File: src/rtl/p2s_tx_arbiter.sv
// p2s_tx_arbiter: round-robin scheduler that shares one parallel-to-serial
// converter between NUM_REQ byte sources. One byte is accepted per frame and
// handed to the converter with a single-cycle load pulse. The next byte is
// held off until the frame has shifted out, plus an optional idle gap.
module p2s_tx_arbiter #(
  parameter int NUM_REQ    = 4,
  parameter int SERIAL_LEN = 8,
  parameter int GAP_CYCLES = 0,
  parameter int IDW        = $clog2(NUM_REQ)
) (
  input  logic                 clk,
  input  logic                 rst_n,
  input  logic [NUM_REQ-1:0]   req_valid,
  input  logic [NUM_REQ*8-1:0] req_data,
  output logic [NUM_REQ-1:0]   req_ready,
  output logic                 load,
  output logic [7:0]           parallel_in,
  output logic [IDW-1:0]       grant_id,
  output logic                 busy,
  output logic                 frame_done
);

  typedef enum logic [1:0] {IDLE, LOAD, SHIFT, GAP} state_e;

  // Counters are loaded with "cycles remaining minus one" and stop at zero.
  localparam logic [7:0] SHIFT_LAST = 8'(SERIAL_LEN - 1);
  localparam logic [7:0] GAP_LAST   = (GAP_CYCLES > 0) ? 8'(GAP_CYCLES - 1) : 8'd0;
  localparam bit         HAS_GAP    = (GAP_CYCLES > 0);

  state_e         state_q, state_d;
  logic [7:0]     shift_cnt_q, shift_cnt_d;
  logic [7:0]     gap_cnt_q, gap_cnt_d;
  logic [IDW-1:0] ptr_q, ptr_d;
  logic [7:0]     data_q, data_d;
  logic [IDW-1:0] grant_q, grant_d;
  logic           load_q, load_d;

  logic           sel_found;
  logic [IDW-1:0] sel_idx;
  logic [7:0]     sel_byte;
  logic           accept;

  // Index of the requester 'offset' positions after 'ptr', wrapping at NUM_REQ.
  function automatic logic [IDW-1:0] rr_index(input logic [IDW-1:0] ptr, input int offset);
    int sum;
    sum = int'(ptr) + offset;
    if (sum >= NUM_REQ) sum = sum - NUM_REQ;
    return IDW'(sum);
  endfunction

  // Round-robin search: first valid requester after the last one granted.
  always_comb begin
    sel_found = 1'b0;
    sel_idx   = '0;
    for (int k = 1; k <= NUM_REQ; k++) begin
      if (!sel_found && req_valid[rr_index(ptr_q, k)]) begin
        sel_found = 1'b1;
        sel_idx   = rr_index(ptr_q, k);
      end
    end
  end

  // Byte mux: only the selected lane is ever routed, so junk elsewhere is ignored.
  always_comb begin
    sel_byte = 8'h00;
    for (int i = 0; i < NUM_REQ; i++) begin
      if (sel_found && (sel_idx == IDW'(i))) sel_byte = req_data[8*i +: 8];
    end
  end

  assign accept = (state_q == IDLE) && sel_found;

  // One-hot ready toward the chosen requester, only while idle.
  always_comb begin
    req_ready = '0;
    if (accept) req_ready[sel_idx] = 1'b1;
  end

  // Next-state logic: IDLE -> LOAD -> SHIFT (SERIAL_LEN cycles) -> [GAP] -> IDLE.
  always_comb begin
    state_d     = state_q;
    shift_cnt_d = shift_cnt_q;
    gap_cnt_d   = gap_cnt_q;
    ptr_d       = ptr_q;
    data_d      = data_q;
    grant_d     = grant_q;
    load_d      = 1'b0;
    unique case (state_q)
      IDLE: begin
        if (accept) begin
          data_d  = sel_byte;
          grant_d = sel_idx;
          ptr_d   = sel_idx;
          load_d  = 1'b1;
          state_d = LOAD;
        end
      end
      LOAD: begin
        shift_cnt_d = SHIFT_LAST;
        state_d     = SHIFT;
      end
      SHIFT: begin
        if (shift_cnt_q == 8'd0) begin
          if (HAS_GAP) begin
            gap_cnt_d = GAP_LAST;
            state_d   = GAP;
          end else begin
            state_d = IDLE;
          end
        end else begin
          shift_cnt_d = shift_cnt_q - 8'd1;
        end
      end
      GAP: begin
        if (gap_cnt_q == 8'd0) begin
          state_d = IDLE;
        end else begin
          gap_cnt_d = gap_cnt_q - 8'd1;
        end
      end
      default: state_d = IDLE;
    endcase
  end

  // State and datapath registers; reset abandons any frame in flight.
  always_ff @(posedge clk or negedge rst_n) begin
    if (!rst_n) begin
      state_q     <= IDLE;
      shift_cnt_q <= 8'd0;
      gap_cnt_q   <= 8'd0;
      ptr_q       <= IDW'(NUM_REQ - 1);
      data_q      <= 8'h00;
      grant_q     <= '0;
      load_q      <= 1'b0;
    end else begin
      state_q     <= state_d;
      shift_cnt_q <= shift_cnt_d;
      gap_cnt_q   <= gap_cnt_d;
      ptr_q       <= ptr_d;
      data_q      <= data_d;
      grant_q     <= grant_d;
      load_q      <= load_d;
    end
  end

  assign load        = load_q;
  assign parallel_in = data_q;
  assign grant_id    = grant_q;
  assign busy        = (state_q != IDLE);
  assign frame_done  = (state_q == SHIFT) && (shift_cnt_q == 8'd0);

endmodule

File: config.mk
export PLATFORM = sky130hd
export DESIGN_NAME = p2s_tx_arbiter
export DESIGN_NICKNAME = d
export VERILOG_FILES = /design/src/rtl/p2s_tx_arbiter.sv
export SDC_FILE = /design/constraint.sdc
export NUM_CORES = 1
export LEC_CHECK = 0
export BUFFER_PORTS_ARGS = -buffer_cell sky130_fd_sc_hd__buf_2
export CAP_MARGIN = 20
export CORE_MARGIN = 10
export CORE_UTILIZATION = 30
export DETAILED_ROUTE_END_ITERATION = 12
export PLACE_DENSITY_LB_ADDON = 0.3
export SLEW_MARGIN = 20
export SYNTH_ARGS = -nofsm -noshare
export SYNTH_HDL_FRONTEND = slang
export SYNTH_SLANG_ARGS = --single-unit
File: constraint.sdc
create_clock -name clk -period 2.3 [get_ports clk]
set_input_delay 0.345 -clock clk [delete_from_list [all_inputs] [get_ports clk]]
set_output_delay 0.345 -clock clk [all_outputs]
set_load 0.1 [all_outputs]
==> results.md <==
- Outcome: finished clean
- Synth Area per Inst: 9.73 um^2
- Fmax achieved: 441 MHz
- All-Layer GR Usage: 0.103
- RSZ-0062 raised after global routing: yes
- GP Congestion: 0.818
- CTS tree: done
- Ys Warns: 0
- Register area share after synthesis: 0.410
- Crit path DAT: 1.92 ns
- WL final: 5270 um
- Fillers: 604
- DR vias: 1,710
- Critical path class: reg2out
- VDD IR max: 0.000817 V
- Layout cell share with drive strength beyond 1: 0.398
- Die area: 9900 um^2
- Initial antenna violation count: 0
- Largest net degree at the start of global routing: 32
- Async SR Flop Fraction: 1.00
- Startpoint Class: flop
- Post-synth top area cell: dfrtp_1
- WL/cell: 15.4 um
- Syn_nets: 236
- Netlist cell types: 48
- Commonest non-fill, non-tap cells in the layout: buf_2 (50), nor2_1 (28), dfrtp_1 (28)
- Port Buffer Count: 54
- Die H: 99.5 um
- TritonCTS Sinks: 31
- DP HPWL: 3870 um
- Cts bufs inserted: 5
- Total global routing overflow: 0
- N_diodes: 0
- Worst Hold Class: in2async
- CTS H-tree lvls: 2
- Commonest non-fill, non-tap cell in the layout: buf_2
- Root buf cell: clkbuf_8
- Pwr Density: 1610 nW/um^2
- 1st-iter DRT viols: 103
- Slew Limit Fails: 0
- Endpoints failing hold: 0
- Leak: 1.26 nW
- Core Box Area: 6030 um^2
- Drt pass-1 iters: 4
- Synth Flop Type: dfrtp_1
- Clock Path Buffers: 2
- DR vias/cell: 5.01
- Multi-input logic area: 1080 um^2
- Number of synthesized flops with an enable pin: 0
- FF+latch area: 779 um^2
- Yosys top cell area share: 0.383
- Final ANT Viol Nets: 0
- FF-to-FF setup slack: 0.32 ns
- Period utilisation layout: 0.987
- Design Power: 4.19 mW
- Max cap viols: 0
- Clock slew at reported path FFs: 0.07 ns
- Final net count: 306
- Cell count after synthesis: 195
- Yosys reg bits: 31
- Post-route DRC: 0
- Relative slew slack: 0.525
- Mapped cell area: 1900 um^2
- FP Rows: 28
- Final Critical Period: 2.27 ns
- DIE WIDTH: 99.5 um
- Crit path max fanout: 3
- Fin util: 0.431
- Area Overhead vs Synth: 36.9%
- Skew-Pair Late Insertion Delay: 0.28 ns
- Worst slew pin tran: 0.712 ns
- Top cells by area, synth: dfrtp_1 (38%), nor2_1 (5.7%), a221o_1 (3.7%)
- First-pass GRT wire length: 8410 um
- IO Count: 55
- Endpoints failing setup: 0
- CTS Hold Buffers Added: 0
- CP Data Required Time: 1.96 ns
- CP endpoint kind: output port
- Vias in the first global route: 1,680
- Initial core utilization: 0.315
- Worst Skew: 0.00814 ns
==> what timing repair did <==
item | CTS | global route
buffers inserted | 5 | 6
setup endpoints to repair | 2 | 3
pin swaps | 2 | 2
resized for setup | 3 | 3
==> path summary, 6_finish.rpt <==
kind	depth (start not counted)	to	start
max	6	req_ready[0]	state_q[1]
min	1	shift_cnt_q[2]	rst_n
max reg2reg	6	parallel_in[3]	ptr_q[0]
min reg2reg	1	gap_cnt_q[7]	gap_cnt_q[7]
max in group asynchronous	1	state_q[0]	rst_n
min in group clk	2	parallel_in[0]	req_data[16]
==> routing by layer <==
metal	global-route usage	wire, um	up-vias
met1	0.130	2410	830
met5	0	0	-
met4	0.0430	83	0
met2	0.162	2610	28
met3	0.0242	170	6
li1	-	-	846
==> worst max-delay path: stages, from the launching register on <==
cell and delay (ns):
dfrtp_1 0.41, nor2_4 0.15, inv_4 0.04, a21o_4 0.19
a2111oi_4 0.44, nor2b_4 0.24, buf_12 0.18
==> stage by stage <==
step | hold WS (ns) | setup WS, ns | area, um^2 | TNS, ns | cells
after floorplan | 0.0494 | -0.158 | 1930 | -0.158 | 195
after global placement | 0.448 | 0.161 | 2350 | 0 | 322
after detailed placement | 0.438 | 0.126 | 2350 | 0 | 322
after CTS | 0.130 | 0.00423 | 2540 | 0 | 335
after global routing | 0.160 | -0.0437 | 2600 | -0.0437 | 341
final | 0.110 | 0.0301 | 2600 | 0 | 341
==> synthesized netlist by cell type (2+ instances only) <==
master / instances
dfrtp_1: 29
a211oi_2: 2
o211a_1: 7
inv_1: 12
ha_1: 3
or3_1: 3
nand2_1: 12
xnor2_1: 4
buf_2: 4
nor2b_1: 2
xor2_1: 4
a21oi_1: 11
o21ai_0: 7
nor2_1: 29
dfstp_2: 2
mux2i_1: 2
a21o_4: 2
nor3b_1: 2
a21o_1: 9
nor3_1: 3
o311ai_0: 2
a221o_1: 7
nand2b_1: 4
buf_4: 3
or4_4: 2
nor4_1: 6
==> power breakdown <==
part           leakage [nW]  internal, mW  total, mW  switching [mW]
Combinational         0.808         0.836       2.62            1.78
Sequential            0.390         0.750      0.934           0.184
Clock                0.0654         0.433      0.640           0.207
==> cells by family after synthesis <==
group           Yosys count  share of synthesized area
fa+ha+maj                 3                     0.0198
xor+xnor                  8                     0.0369
compound gates           60                      0.274
mux                       2                     0.0106
buf+inv                  20                     0.0481
simple gates             71                      0.200
flops                    31                      0.410
==> state kept, by name, summed over array words and instances (netlist names) <==
signal / cells
ptr_q: 2
shift_cnt_q: 8
gap_cnt_q: 8
parallel_in: 8
grant_id: 2
load: 1
state_q: 2
==> layout make-up <==
class,count,area share
sequential,31,0.300
clock buffer,6,0.0280
inverter,13,0.0212
timing repair buffer,70,0.173
clock inverter,2,0.0231
tap,75,0.0361
multi-input combinational,144,0.418
Note: power is estimated with default switching activity, not from simulation.
